### config.mk
export PLATFORM = sky130hd
export DESIGN_NAME = pipe_ctrl
export DESIGN_NICKNAME = d
export VERILOG_FILES = /design/src/rtl/pipe_ctrl.sv
export SDC_FILE = /design/constraint.sdc
export NUM_CORES = 1
export LEC_CHECK = 0
export ABC_AREA = 1
export CAP_MARGIN = 20
export CELL_PAD_IN_SITES_DETAIL_PLACEMENT = 1
export CELL_PAD_IN_SITES_GLOBAL_PLACEMENT = 2
export CORE_ASPECT_RATIO = 0.5
export CORE_UTILIZATION = 11
export DETAILED_ROUTE_END_ITERATION = 10
export PLACE_DENSITY = 0.91
export SLEW_MARGIN = 0
export SYNTH_ARGS = -nofsm -noshare
export SYNTH_HDL_FRONTEND = slang
export SYNTH_SLANG_ARGS = --single-unit
### constraint.sdc
create_clock -name clk -period 1.3 [get_ports clk]
set_input_delay 0.26 -clock clk [delete_from_list [all_inputs] [get_ports clk]]
set_output_delay 0.26 -clock clk [all_outputs]
set_load 0.02 [all_outputs]
### src/rtl/pipe_ctrl.sv
// pipe_ctrl: stall/flush controller for the five-stage LC-3b pipeline (optional counters: PIPE_CTRL_PERF_EN).
// Latency: all enables/flushes/requests are combinational from inputs plus if_done/me_done; counters lag one cycle.
// Backpressure: the whole pipe holds until both fetch and data handshakes are complete; load-use stalls PC and IF/ID only.
module pipe_ctrl (
   input  logic        clk,
   input  logic        reset,
   input  logic        icache_resp,
   input  logic        dcache_resp,
   input  logic        me_mem_read,
   input  logic        me_mem_write,
   input  logic        me_br_taken,
   input  logic        ex_is_load,
   input  logic [2:0]  ex_dest,
   input  logic [2:0]  id_src1,
   input  logic [2:0]  id_src2,
   input  logic        id_uses_src1,
   input  logic        id_uses_src2,
   output logic        icache_read,
   output logic        dcache_read,
   output logic        dcache_write,
   output logic        load_pc,
   output logic        load_ifid,
   output logic        load_idex,
   output logic        load_exme,
   output logic        load_mewb,
   output logic        pc_sel,
   output logic        flush_ifid,
   output logic        flush_idex,
   output logic        flush_exme,
   output logic [15:0] stall_cycles,
   output logic [15:0] bubbles
);

   logic if_done;
   logic me_done;
   logic fetch_ok;
   logic mem_ok;
   logic advance;
   logic load_use;

   // Handshake qualification; reset masks advance so a late response in the reset cycle is ignored
   always_comb begin
      fetch_ok = icache_resp | if_done;
      mem_ok   = !(me_mem_read | me_mem_write) | dcache_resp | me_done;
      advance  = !reset & fetch_ok & mem_ok;
      load_use = ex_is_load &
                 ((id_uses_src1 & (id_src1 == ex_dest)) |
                  (id_uses_src2 & (id_src2 == ex_dest)));
   end

   // Sticky completion flags: set by a response, cleared by any advance (clear wins)
   always_ff @(posedge clk) begin
      if (reset) begin
         if_done <= 1'b0;
         me_done <= 1'b0;
      end else if (advance) begin
         if_done <= 1'b0;
         me_done <= 1'b0;
      end else begin
         if (icache_resp) if_done <= 1'b1;
         if (dcache_resp) me_done <= 1'b1;
      end
   end

   // Cache requests and pipe register enables; redirect outranks load-use
   always_comb begin
      icache_read  = 1'b0;
      dcache_read  = 1'b0;
      dcache_write = 1'b0;
      load_pc      = 1'b0;
      load_ifid    = 1'b0;
      load_idex    = 1'b0;
      load_exme    = 1'b0;
      load_mewb    = 1'b0;
      pc_sel       = 1'b0;
      flush_ifid   = 1'b0;
      flush_idex   = 1'b0;
      flush_exme   = 1'b0;
      if (!reset) begin
         icache_read  = !if_done;
         dcache_read  = me_mem_read & !me_done;
         dcache_write = me_mem_write & !me_done;
      end
      if (advance) begin
         load_idex = 1'b1;
         load_exme = 1'b1;
         load_mewb = 1'b1;
         if (me_br_taken) begin
            load_pc    = 1'b1;
            load_ifid  = 1'b1;
            pc_sel     = 1'b1;
            flush_ifid = 1'b1;
            flush_idex = 1'b1;
            flush_exme = 1'b1;
         end else if (load_use) begin
            flush_idex = 1'b1;
         end else begin
            load_pc   = 1'b1;
            load_ifid = 1'b1;
         end
      end
   end

`ifdef PIPE_CTRL_PERF_EN
   logic [15:0] stall_q;
   logic [15:0] bubble_q;
   logic        bubble_now;

   assign bubble_now   = advance & (me_br_taken | load_use);
   assign stall_cycles = stall_q;
   assign bubbles      = bubble_q;

   // Saturating performance counters
   always_ff @(posedge clk) begin
      if (reset) begin
         stall_q  <= 16'd0;
         bubble_q <= 16'd0;
      end else begin
         if (!advance && stall_q != 16'hFFFF)     stall_q  <= stall_q + 16'd1;
         if (bubble_now && bubble_q != 16'hFFFF)  bubble_q <= bubble_q + 16'd1;
      end
   end
`else
   assign stall_cycles = 16'd0;
   assign bubbles      = 16'd0;
`endif

endmodule

==> reports/qor_table.md <==
| Item | Reported |
|---|---|
| Critical path buffers and inverters | 2 |
| Count of H-tree levels built during CTS | 1 |
| Post-synthesis cell count | 93 |
| Clock-pin slew on the worst setup and hold paths | 30 ps |
| Max stage delay cell, worst path | or2_1 |
| Max-cap viol count | 0 |
| Max FO, Critical Path | 4 |
| Area enclosed by the die boundary | 5290 µm² |
| Clk network pwr share | 38.6% |
| Final period utilization | 119% |
| Total routed wirelength | 1450 µm |
| I/O pin count | 63 |
| Data arrival time of the worst path | 1290 ps |
| Port bufs | 30 |
| Fin. max-slew vios | 0 |
| Global-route wire length before repair | 2060 µm |
| Via count of the first global-routing pass | 502 |
| Setup crit start | dcache_resp |
| Detailed Place HPWL | 1250 µm |
| Num CTS Buffers | 3 |
| Final clock skew | 4.35 ps |
| Violations in the final reports | setup timing |
| Average routed wire per standard cell | 7.57 µm |
| Psw | 0.249 mW |
| Endpoint kind of the worst setup timing path | output port |
| Pwr dens | 712 nW/µm² |
| Final-report hold violation count | 0 |
| Initial core utilization | 11.9% |
| Synth Warn # | 0 |
| Static leakage | 0.505 nW |
| Cell-internal power | 0.379 mW |
| Maximum vdd drop | 0.172 mV |
| Proportion of power drawn by combinational gates | 50.5% |
| Total power draw | 0.628 mW |
| Post-layout net count | 147 |
| Class of the most critical hold timing path | in2reg |
| Worst Hold Launch | reset |
| DRT antenna net count | 0 |
| Die height | 51.9 µm |
| Overflow left after global routing | 0 |
| Number of violations reported at the end of detailed-routing iteration 0 | 2 |
| Weighted congestion reported at the end of routability-driven placement | 0.686 |
| Register share of total power | 10.9% |
| Area growth from synthesis to layout | 60.7% |
| Category of the most critical setup path | in2out |
| Filler instances | 600 |
| Number of synthesized register bits | 2 |
| Mean Syn Cell Area | 5.89 µm² |
| Detailed-route DRC error count | 0 |
| Clk buf depth | 2 |
| Maximum number of pins on one net before global-route repair | 6 |
| Commonest cells after routing, fill and taps aside | 32 x conb_1, 20 x nand2_1, 13 x dlygate4sd2_1 |
| # rows | 17 |
| Element type at the critical path start | primary input |
| Critical Path, Cell by Cell | dlygate4sd2_1 -> or2_1 -> a21oi_4 -> nor2_4 -> nand2_4 -> nand2_2 -> buf_6 |
| Post-synth cell types | 14 |
| Antenna diodes | 0 |
| Reg-to-reg startpoint | me_done |
| Tmin final | 1550 ps |
| Share of cells above drive strength 1 | 31.7% |
| Detail-routed via count per cell | 2.82 |
| Proportion of synthesized chip area in sequential cells | 7.31% |
| All-Layer GR Usage | 5.37% |
| Commonest non-fill, non-tap cell in the layout | conb_1 |
| CTS tree | done |
| Total number of vias | 541 |
| Cell family with the largest share of critical-path delay | simple AND/OR/NAND/NOR gates |
| Number of antenna violations at the first check in global routing | 0 |
| Post-synthesis cell area | 548 µm² |
| Total of hold buffers inserted after clock tree synthesis | 0 |
| Area of the core | 4590 µm² |
| Clock sink count | 2 |
| Run status | finished, violations left |
| Slowest stage delay, CP | 270 ps |
| Final worst slack | -246 ps |
| Unrepaired setup endpoints after global routing | yes |
| Sw Ratio | 39.6% |
| Max Clk Rate | 0.647 GHz |
| 1st-pass router iterations | 4 |
| Total setup violations reported at the end of the flow | 9 |
| Clock latency on the worst-skew pair | 210 ps |
| Root buffer cell | clkbuf_8 |
| Critical path data required time | 1040 ps |
| Die Wd | 102 µm |
| Worst Hold Slack | 514 ps |
==> stage by stage <==
stage | instances | cell area, µm² | setup TNS, ps | util (%) | setup slack [ps]
final | 192 | 881 | -2020 | 19.2 | -246
after floorplan | 124 | 697 | -410 | - | -117
after CTS | 192 | 888 | -2250 | 19.3 | -274
after global placement | 187 | 821 | -9690 | 17.9 | -892
after global routing | 192 | 881 | -2540 | 19.2 | -302
after detailed placement | 187 | 821 | -9910 | 17.9 | -917
==> worst reg2reg max path, cell delays in order, from the launching register on <==
cell	delay [ps]
dfxtp_1	290
or2_1	250
a21oi_4	150
nor2_4	80
buf_6	130
nor3_1	110
==> final timing paths <==
path,slack (ps),end,cells past startpoint
max,-250,flush_idex,7
min,510,if_done,3
max reg2reg,210,if_done,5
min reg2reg,720,if_done,4
==> power by group through the flow <==
stage / sequential (mW) / combinational (mW) / clock [mW]
global placement: 0.0693 / 0.308 / 0
detailed placement: 0.0693 / 0.315 / 0
global route: 0.0688 / 0.344 / 0.261
finish: 0.0685 / 0.317 / 0.242
CTS: 0.0686 / 0.319 / 0.252
floorplan: 0.0692 / 0.271 / 0
==> cell type report <==
cell class | count | area [µm²] | share of cell area [%]
clock buffers | 3 | 41.3 | 4.69
inverters | 11 | 43.8 | 4.97
multi-input cells | 74 | 350 | 39.8
flip-flops and latches | 2 | 41.3 | 4.69
well taps | 66 | 82.6 | 9.37
repair buffers | 36 | 322 | 36.5
==> kinds of logic after synthesis <==
logic type      Yosys count  share of synthesized area [%]
simple gates             41                           32.2
other cells               1                          0.684
buf+inv                  48                           58.2
compound gates            1                           1.60
flops                     2                           7.31
==> flip-flops by register name, indices dropped and copies added, names as in the netlist <==
register,cells
if_done,1
me_done,1
==> layer usage <==
metal,part of all wire [%],track usage (%),wire (µm),vias to the layer above
met2,59,10.8,855,27
met3,6.4,1.61,93,2
met1,34,4.98,491,242
met4,0.96,2.86,14,0
li1,-,-,-,270
met5,0,0,0,-
==> cell usage after synthesis <==
cell type | instances | area share (%)
or2_1 | 1 | 1.1
inv_2 | 1 | 0.68
a21oi_2 | 1 | 1.6
nand2_2 | 1 | 1.1
conb_1 | 1 | 0.68
nand2_1 | 24 | 16
buf_4 | 37 | 51
nor2_1 | 9 | 6.2
dfxtp_1 | 2 | 7.3
nor3_1 | 3 | 2.7
or2_4 | 1 | 1.6
nand3_1 | 1 | 0.91
nor2_4 | 1 | 2.1
inv_1 | 10 | 6.9
==> repair_timing <==
item	CTS	global route
endpoints found under the hold margin	0	0
pin swaps	16	4
gates resized for setup	92	7
setup endpoints to repair	13	11
setup buffers	2	0
Power figures use the tool's default switching activity.
